[config.mk]
export PLATFORM = sky130hd
export DESIGN_NAME = mux_scanner
export DESIGN_NICKNAME = d
export VERILOG_FILES = /design/src/rtl/mux_scan_pkg.sv /design/src/rtl/mux_scanner_rr_next_finder.sv /design/src/rtl/mux_scanner.sv
export SDC_FILE = /design/constraint.sdc
export NUM_CORES = 1
export LEC_CHECK = 0
export BUFFER_PORTS_ARGS = -buffer_cell sky130_fd_sc_hd__buf_2
export CORE_MARGIN = 10
export CORE_UTILIZATION = 30
export CTS_CLUSTER_SIZE = 40
export DETAILED_ROUTE_END_ITERATION = 10
export SLEW_MARGIN = 5
export SYNTH_ARGS = -nofsm -noshare
export SYNTH_HDL_FRONTEND = slang
export SYNTH_SLANG_ARGS = --single-unit
[constraint.sdc]
create_clock -name clk -period 2.93 [get_ports clk]
set_input_delay 0.1465 -clock clk [delete_from_list [all_inputs] [get_ports clk]]
set_output_delay 0.1465 -clock clk [all_outputs]
set_load 0.01 [all_outputs]
[src/rtl/mux_scan_pkg.sv]
// Shared types and helpers for the mux scanner and other round-robin users.
package mux_scan_pkg;

  typedef enum logic [1:0] {IDLE, SETTLE, PRESENT} state_t;

  // Default configuration: 8 channels, select held 4 cycles before sampling.
  localparam int DEF_N_CH  = 8;
  localparam int DEF_DWELL = 4;
  localparam int SEL_W     = $clog2(DEF_N_CH);
  localparam int CNT_W     = $clog2(DEF_DWELL + 1);

  // First set bit of mask at last+1, last+2, ..., last+N (mod N).
  function automatic logic [SEL_W-1:0] rr_next(input logic [SEL_W-1:0] last,
                                               input logic [DEF_N_CH-1:0] mask);
    logic [SEL_W-1:0] idx;
    rr_next = last;
    for (int i = DEF_N_CH; i >= 1; i--) begin
      idx = SEL_W'(int'(last) + i);
      if (mask[idx]) rr_next = idx;
    end
  endfunction

endpackage

[src/rtl/mux_scanner_rr_next_finder.sv]
// Combinational round-robin priority search: next enabled channel after last.
module rr_next_finder
  import mux_scan_pkg::*;
#(
  parameter int N = 8,
  localparam int SEL_BITS = $clog2(N)
)(
  input  logic [SEL_BITS-1:0] last,
  input  logic [N-1:0]        mask,
  output logic [SEL_BITS-1:0] next,
  output logic                found
);

  // Scan downward so the closest channel after last overwrites farther ones;
  // i == N wraps back to last itself, so a lone enabled last is re-selected.
  always_comb begin
    logic [SEL_BITS-1:0] idx;
    next  = last;
    found = |mask;
    for (int i = N; i >= 1; i--) begin
      idx = SEL_BITS'(int'(last) + i);
      if (mask[idx]) next = idx;
    end
  end

endmodule

[src/rtl/mux_scanner.sv]
// Round-robin select sequencer and capture stage for an N_CH:1 channel mux.
module mux_scanner
  import mux_scan_pkg::*;
#(
  parameter int N_CH   = 8,
  parameter int DATA_W = 4,
  parameter int DWELL  = 4,
  localparam int SEL_BITS = $clog2(N_CH),
  localparam int CNT_BITS = $clog2(DWELL + 1)
)(
  input  logic                clk,
  input  logic                rst_n,
  input  logic                enable,
  input  logic [N_CH-1:0]     ch_mask,
  output logic [SEL_BITS-1:0] sel,
  input  logic [DATA_W-1:0]   mux_data,
  input  logic [SEL_BITS-1:0] mux_id,
  output logic                out_valid,
  input  logic                out_ready,
  output logic [DATA_W-1:0]   out_data,
  output logic [SEL_BITS-1:0] out_id,
  output logic                id_err,
  input  logic                err_clr,
  output logic                busy
);

  if (DWELL < 1 || DWELL > 15) begin : g_bad_dwell
    $error("mux_scanner: DWELL must be in 1..15");
  end
  if (N_CH < 2 || (1 << SEL_BITS) != N_CH) begin : g_bad_nch
    $error("mux_scanner: N_CH must be a power of two >= 2");
  end

  state_t              state_q, state_d;
  logic [CNT_BITS-1:0] cnt_q, cnt_d;
  logic [SEL_BITS-1:0] last_q, last_d;
  logic [SEL_BITS-1:0] sel_d;
  logic                valid_d;
  logic [DATA_W-1:0]   data_d;
  logic [SEL_BITS-1:0] id_d;
  logic                err_d;
  logic [SEL_BITS-1:0] nxt;
  logic                found;
  logic                start;

  rr_next_finder #(.N(N_CH)) u_rr (
    .last  (last_q),
    .mask  (ch_mask),
    .next  (nxt),
    .found (found)
  );

  assign start = enable && found;
  assign busy  = (state_q != IDLE);

  // Next-state and datapath updates; every register holds unless changed here.
  always_comb begin
    state_d = state_q;
    cnt_d   = cnt_q;
    last_d  = last_q;
    sel_d   = sel;
    valid_d = out_valid;
    data_d  = out_data;
    id_d    = out_id;
    err_d   = id_err;
    if (err_clr) err_d = 1'b0;
    unique case (state_q)
      IDLE: begin
        if (start) begin
          state_d = SETTLE;
          sel_d   = nxt;
          last_d  = nxt;
          cnt_d   = CNT_BITS'(1);
        end
      end
      SETTLE: begin
        if (cnt_q == CNT_BITS'(DWELL)) begin
          data_d  = mux_data;
          id_d    = mux_id;
          valid_d = 1'b1;
          state_d = PRESENT;
          // A mismatch set takes priority over a simultaneous clear.
          if (mux_id != sel) err_d = 1'b1;
        end else begin
          cnt_d = cnt_q + CNT_BITS'(1);
        end
      end
      PRESENT: begin
        if (out_ready) begin
          valid_d = 1'b0;
          if (start) begin
            state_d = SETTLE;
            sel_d   = nxt;
            last_d  = nxt;
            cnt_d   = CNT_BITS'(1);
          end else begin
            state_d = IDLE;
          end
        end
      end
      default: state_d = IDLE;
    endcase
  end

  // State and output registers; last starts at N_CH-1 so the first search lands on 0.
  always_ff @(posedge clk or negedge rst_n) begin
    if (!rst_n) begin
      state_q   <= IDLE;
      cnt_q     <= '0;
      last_q    <= SEL_BITS'(N_CH - 1);
      sel       <= '0;
      out_valid <= 1'b0;
      out_data  <= '0;
      out_id    <= '0;
      id_err    <= 1'b0;
    end else begin
      state_q   <= state_d;
      cnt_q     <= cnt_d;
      last_q    <= last_d;
      sel       <= sel_d;
      out_valid <= valid_d;
      out_data  <= data_d;
      out_id    <= id_d;
      id_err    <= err_d;
    end
  end

endmodule

# Yosys cells after proc, flatten, opt, wreduce, memory -nomap -nowiden
# Cells that the tools add are included.
# Widths: inputs -> output; s select.
[op_classes] n_addsub=9 magnitude_cmp=8 eq_ne=8 n_mux=46 reduce_logical=12
[ops] operator="$mux 3" count=15
[ops] operator="$lt 3x4->1 const B" count=8
[ops] operator="$bmux 1 s3" count=8
[ops] operator="$mux 1" count=15
[ops] operator="$add 3x3->3 const B" count=4
[ops] operator="$pmux 3 s2" count=2
[ops] operator="$add 3x1->3 const B" count=3
[ops] operator="$pmux 3 s3" count=1
[ops] operator="$reduce_and 3->1" count=3
[ops] operator="$ne 2x2->1 const B" count=4
[ops] operator="$reduce_or 8->1" count=1
[ops] operator="$add 3x2->3 const B" count=2
[ops] operator="$mux 2" count=3
[ops] operator="$pmux 2 s3" count=1
[ops] operator="$reduce_bool 2->1" count=3
[ops] operator="$reduce_and 2->1" count=2
[ops] operator="$eq 3x3->1 const B" count=1
[ops] operator="$ne 3x3->1" count=1
[ops] operator="$reduce_bool 3->1" count=1
[ops] operator="$eq 2x1->1 const B" count=1
[ops] operator="$eq 2x2->1 const B" count=1
[ops] operator="$logic_not 2->1" count=1
[ops] operator="$pmux 1 s2" count=1
[ops] operator="$logic_and 1x1->1" count=1
[totals] regBits=20 in_bits=20 output_inout_bits=13

# Depth between registers and ports, before layout
[depth] word_depth=14 depth_mapped=12

# Hierarchy
# A second synthesis with hierarchy kept.
[hier_totals] cells_unflattened=173 hier_area_um2=1814.2
[modules_own_cells] module="mux_scanner" instances=1 cells_each=72 area_per_inst_um2=909.6 seq_area_each_um2=504.2
[modules_own_cells] module="rr_next_finder" instances=1 cells_each=101 area_per_inst_um2=904.6 seq_area_each_um2=0.0

# Worst setup path after synthesis
# OpenSTA, ideal clock, no wires.
[synth_path] kind="reg2reg" from="register last_q[1]" to="register sel[1]" setup_ns=0.127 arrival_ns=2.709 required_ns=2.803 slack_ns=0.094 path_stages_with_launch=10 period_less_slack_ns=2.836 path_cell_list="dfstp_2 clkbuf_1 inv_1 ha_1 clkdlybuf4s15_1 mux4_1 mux2_2 a2111oi_0 o21ai_0 a21boi_0"
[synth_via] elab_chain_len=14 elab_cells_between_ends=35
[synth_lines] item="from (decl)" line_no="mux_scanner.sv:36" text="logic [SEL_BITS-1:0] last_q, last_d;"
[synth_lines] item="from (signal assigned)" line_no="mux_scanner.sv:110" text="last_q <= SEL_BITS'(N_CH - 1);"
[synth_lines] item="from (signal assigned)" line_no="mux_scanner.sv:119" text="last_q <= last_d;"
[synth_lines] item="$add 3x1->3" line_no="mux_scanner_rr_next_finder.sv:21" text="idx = SEL_BITS'(int'(last) + i);"
[synth_lines] item="$bmux 1 s3" line_no="mux_scanner_rr_next_finder.sv:22" text="if (mask[idx]) next = idx;"
[synth_lines] item="$mux 1 (not written as such)" line_no="mux_scanner_rr_next_finder.sv:22"
[synth_lines] item="$mux 3 (7 in series)" line_no="mux_scanner_rr_next_finder.sv:22"
[synth_lines] item="$mux 3 *" line_no="mux_scanner_rr_next_finder.sv:22"
[synth_lines] item="$mux 3 *" line_no="mux_scanner.sv:69, mux_scanner.sv:91"
[synth_lines] item="$mux 3" line_no="mux_scanner.sv:89" text="if (out_ready) begin"
[synth_lines] item="$pmux 3 s2 *" line_no="mux_scanner.sv:67" text="unique case (state_q)"
[synth_lines] item="to (signal assigned)" line_no="mux_scanner.sv:120" text="sel <= sel_d;"
[synth_lines] item="to (decl)" line_no="mux_scanner.sv:15" text="output logic [SEL_BITS-1:0] sel,"
# Mark *: on every way between the ends. The rest lies on a longest branch, timed or not. The select of a mux whose other input is x is not followed.
# A chain may end at the register's enable or synchronous reset.

# Worst setup path after layout
# Same ends and word-level chain as after synthesis.

==> results.md <==
- Final period utilization: between 80% and 90%
- Net switching fraction of the power: between 40% and 50%
- Logic pwr share: 71.4%
- CP Capture Type: flop
- Share of synthesized area spent on multiplexers: 28.9%
- Post-synthesis xor/xnor area fraction: under 10%
- Fmax: a little under 0.4 GHz
- CTS tree: yes
- Synth top cells by count: 24 x nand2_1, 17 x dfrtp_1, 15 x mux2_2, 10 x mux2i_1, 10 x o21ai_0
- Dominant cell type by area after synthesis: dfrtp_1
- Post-synthesis average cell area: roughly 10 µm²
- Pint: around 1.4 mW
- Largest family of logic cells by synthesized area: multiplexers
- Core area: 5640 µm²
- Design Area, Final: 2080 µm²
- Share of layout cells above drive strength 1: between 30% and 40%
- Flop pwr share: a little over a fifth
- Min Tclk post-route: between 2 and 3 ns
- DRC violations left: 0
- Wirelength, routed: between 4 and 5 mm
- Sink Count: 20
- Sequential cell area: between 500 and 600 µm²
- CTS Buf Count: 3
- Synth top area share: 23.9%
- Worst setup SP type: flop
- Share of synthesized registers carrying an async set or reset: between 90% and 100%
- Syn Std Cell Area: about 1800 µm²
- Crit-path max cell delay: a little under 0.6 ns
- Drt pass-1 iters: 4
- TNS Setup: 0 ns
- Final worst slack: between 0.3 and 0.4 ns
- DR top layer: met4
- Worst Setup Path Type: flop to flop
- Layout net count: ~240
- Die width: ~97 µm
- Final Hold Fails: 0
- First-pass GRT wire length: just under 8 mm
- Final setup vio count: 0
- Yosys cell types: 44
- Outcome: complete, no violations
- Largest cells by area after synthesis: dfrtp_1 24%, mux2_2 9.5%, mux4_1 7.4%
- Least-Margin Pin Slew: roughly 0.5 ns
- Final global-route overflow total: 0
- Vias: between 1,500 and 2,000
- Top FF cell, synth: dfrtp_1
- Pwr dens: between 1000 and 1500 nW/µm²
- Synth Instances: between 150 and 200
- Wire length on met2: 2.16 mm
- Layout filler cell count: ~560
- Met1 wire length: roughly 2.2 mm
- Reg clk slew, reported paths: 0.08 ns
- Synth Register Bits: 20
- DR WL met3: about 280 µm
- Clock share of power: under 10%
- Number of flops mapped to enable cells by yosys: 0
- Via/cell ratio: about 5.3
- Worst EP arrival: 2.74 ns
- Most common cell in the netlist: nand2_1
- IO Pins: 33
- Initial drt markers: 79
- Largest net degree at the start of global routing: 21
- Rel. slew slack: approximately 65%
- Peak VDD IR: 0.454 mV
- I/O Buffers: 32
- Vias in the first global route: about 1,500
- Multi-input logic area: between 1000 and 1500 µm²
- Slowest-stage cell, CP: dfstp_2
- Dpl ws: ~0.33 ns
- CTS root buf: clkbuf_8
- Critical path, cell by cell: inv_1 > ha_1 > xor2_1 > buf_4 > mux2i_1 > o21bai_1 > a2111oi_0 > o21ai_0 > a21boi_0
- Row Count: 27
- Area growth syn-to-layout: 17.2%
- Final antenna-violating net count: 0
- Area after DPL: between 2000 and 2500 µm²
- Max-slew violations: 0
- Critical-path maximum fanout: 7
- Hold WS: 0.0593 ns
- NetSw: approximately 1.1 mW
- CTS Buffer Depth: 2
- Final GP Congestion: ~0.87
- Post-detail-place hpwl: ~3.7 mm
- Leakage power: around 0.9 nW
- Setup repair bufs after CTS: 0
- Compound-Gate Fraction of Synth Area: ~16%
- Die Span Y: around 97 µm
- Drt wl/cell: 16.1 µm
- Tot GR Track Use: approximately 10%
- Max-Cap Viols: 0
- Initial antenna violation count: 0
- Antenna cells: 0
- RSZ-0062 raised after global routing: false
- Min-delay worst type: input pin to flop
- Skew final: between 0.008 and 0.009 ns
- Post-Synth Adder-Cell Area: under 10%
- Worst EP required: between 3 and 4 ns
- Synth warn: 0
- Htree depth: 1
- Initial Utilization: between 30% and 40%
- Post-Synth Simple-Gate Area: 13.9%
- DIE AREA: 9410 µm²
- Final core utilization: a little under two fifths
- Synthesized net count: 204
- Clk_lat worst skew: 0.26 ns
- Register area share after synthesis: between 20% and 30%
[worst max-delay path, delay by kind of cell (launching register included)]
kind | cells | cell delay (ns)
AOI/OAI and AO/OA | 4 | 0.82
xor gates and xnor gates | 1 | 0.32
adders and majority gates | 1 | 0.26
buffers and inverters | 2 | 0.32
DFF | 1 | 0.58
muxes | 1 | 0.18
[cell families (layout without fill, tap and decap cells)]
kind of cell	after synthesis	count (layout)
AOI/OAI and AO/OA	43	43
xor gates and xnor gates	7	7
adders and majority gates	4	4
buffers and inverters	18	57
DFF	20	20
muxes	35	35
and+or+nand+nor	53	53
[sequential cells by signal, summed over array words and instances (netlist names)]
signal	cells
state_q	2
out_data	4
id_err	1
sel	3
cnt_q	3
last_q	3
out_id	3
out_valid	1
[layout by cell type (no fill, tap or decap), drive strengths merged, types with 7 or more instances in the layout]
cell   Yosys  layout
o21ai     10      10
a21oi      8       8
mux4      10      10
mux2i     10      10
dfrtp     17      17
nor2       7       7
nand2     24      24
buf        3      43
inv        9       9
mux2      15      15
[power groups by stage]
stage	Sequential [mW]	Combinational (mW)	Clock, mW
after floorplan	0.552	1.31	0
after global placement	0.533	1.77	0
after detailed placement	0.539	1.78	0
after CTS	0.535	1.79	0.195
after global routing	0.559	1.99	0.205
final	0.534	1.79	0.186
[worst paths after layout]
| path | startpoint | end | slack, ns | depth (start not counted) |
|---|---|---|---|---|
| max in group asynchronous | rst_n | last_q[1] | 2.21 | 2 |
| setup reg to reg | last_q[1] | sel[1] | 0.34 | 9 |
| setup / recovery | last_q[1] | sel[1] | 0.34 | 9 |
| hold / removal | err_clr | id_err | 0.06 | 2 |
| hold reg to reg | out_data[3] | out_data[3] | 0.50 | 1 |
| min in group asynchronous | rst_n | out_id[0] | 0.37 | 2 |
[through the flow]
stage               std cells  power, mW
global placement          286       2.30
floorplan                 180       1.87
finish                    291       2.51
global route              291       2.76
detailed placement        286       2.32
CTS                       291       2.52
[area by class of cell]
type / count / area share (%)
Sequential cell: 20 / 24.2
Clock buffer: 4 / 2.16
Tap cell: 72 / 4.32
Multi-Input combinational cell: 142 / 55.6
Inverter: 9 / 1.62
Timing Repair Buffer: 44 / 12.1
[per-layer routing]
layer	GRT usage, %	vias to the layer above
met5	0	-
met2	14.6	44
met4	2.59	0
li1	-	757
met3	3.12	2
met1	13.2	748
[timing repair]
item,4_1_cts,5_1_grt
hold buffers,1,0
resized for setup,0,0
setup endpoints to repair,0,0
endpoints found under the hold margin,17,0
(Power assumes the default switching activity.)
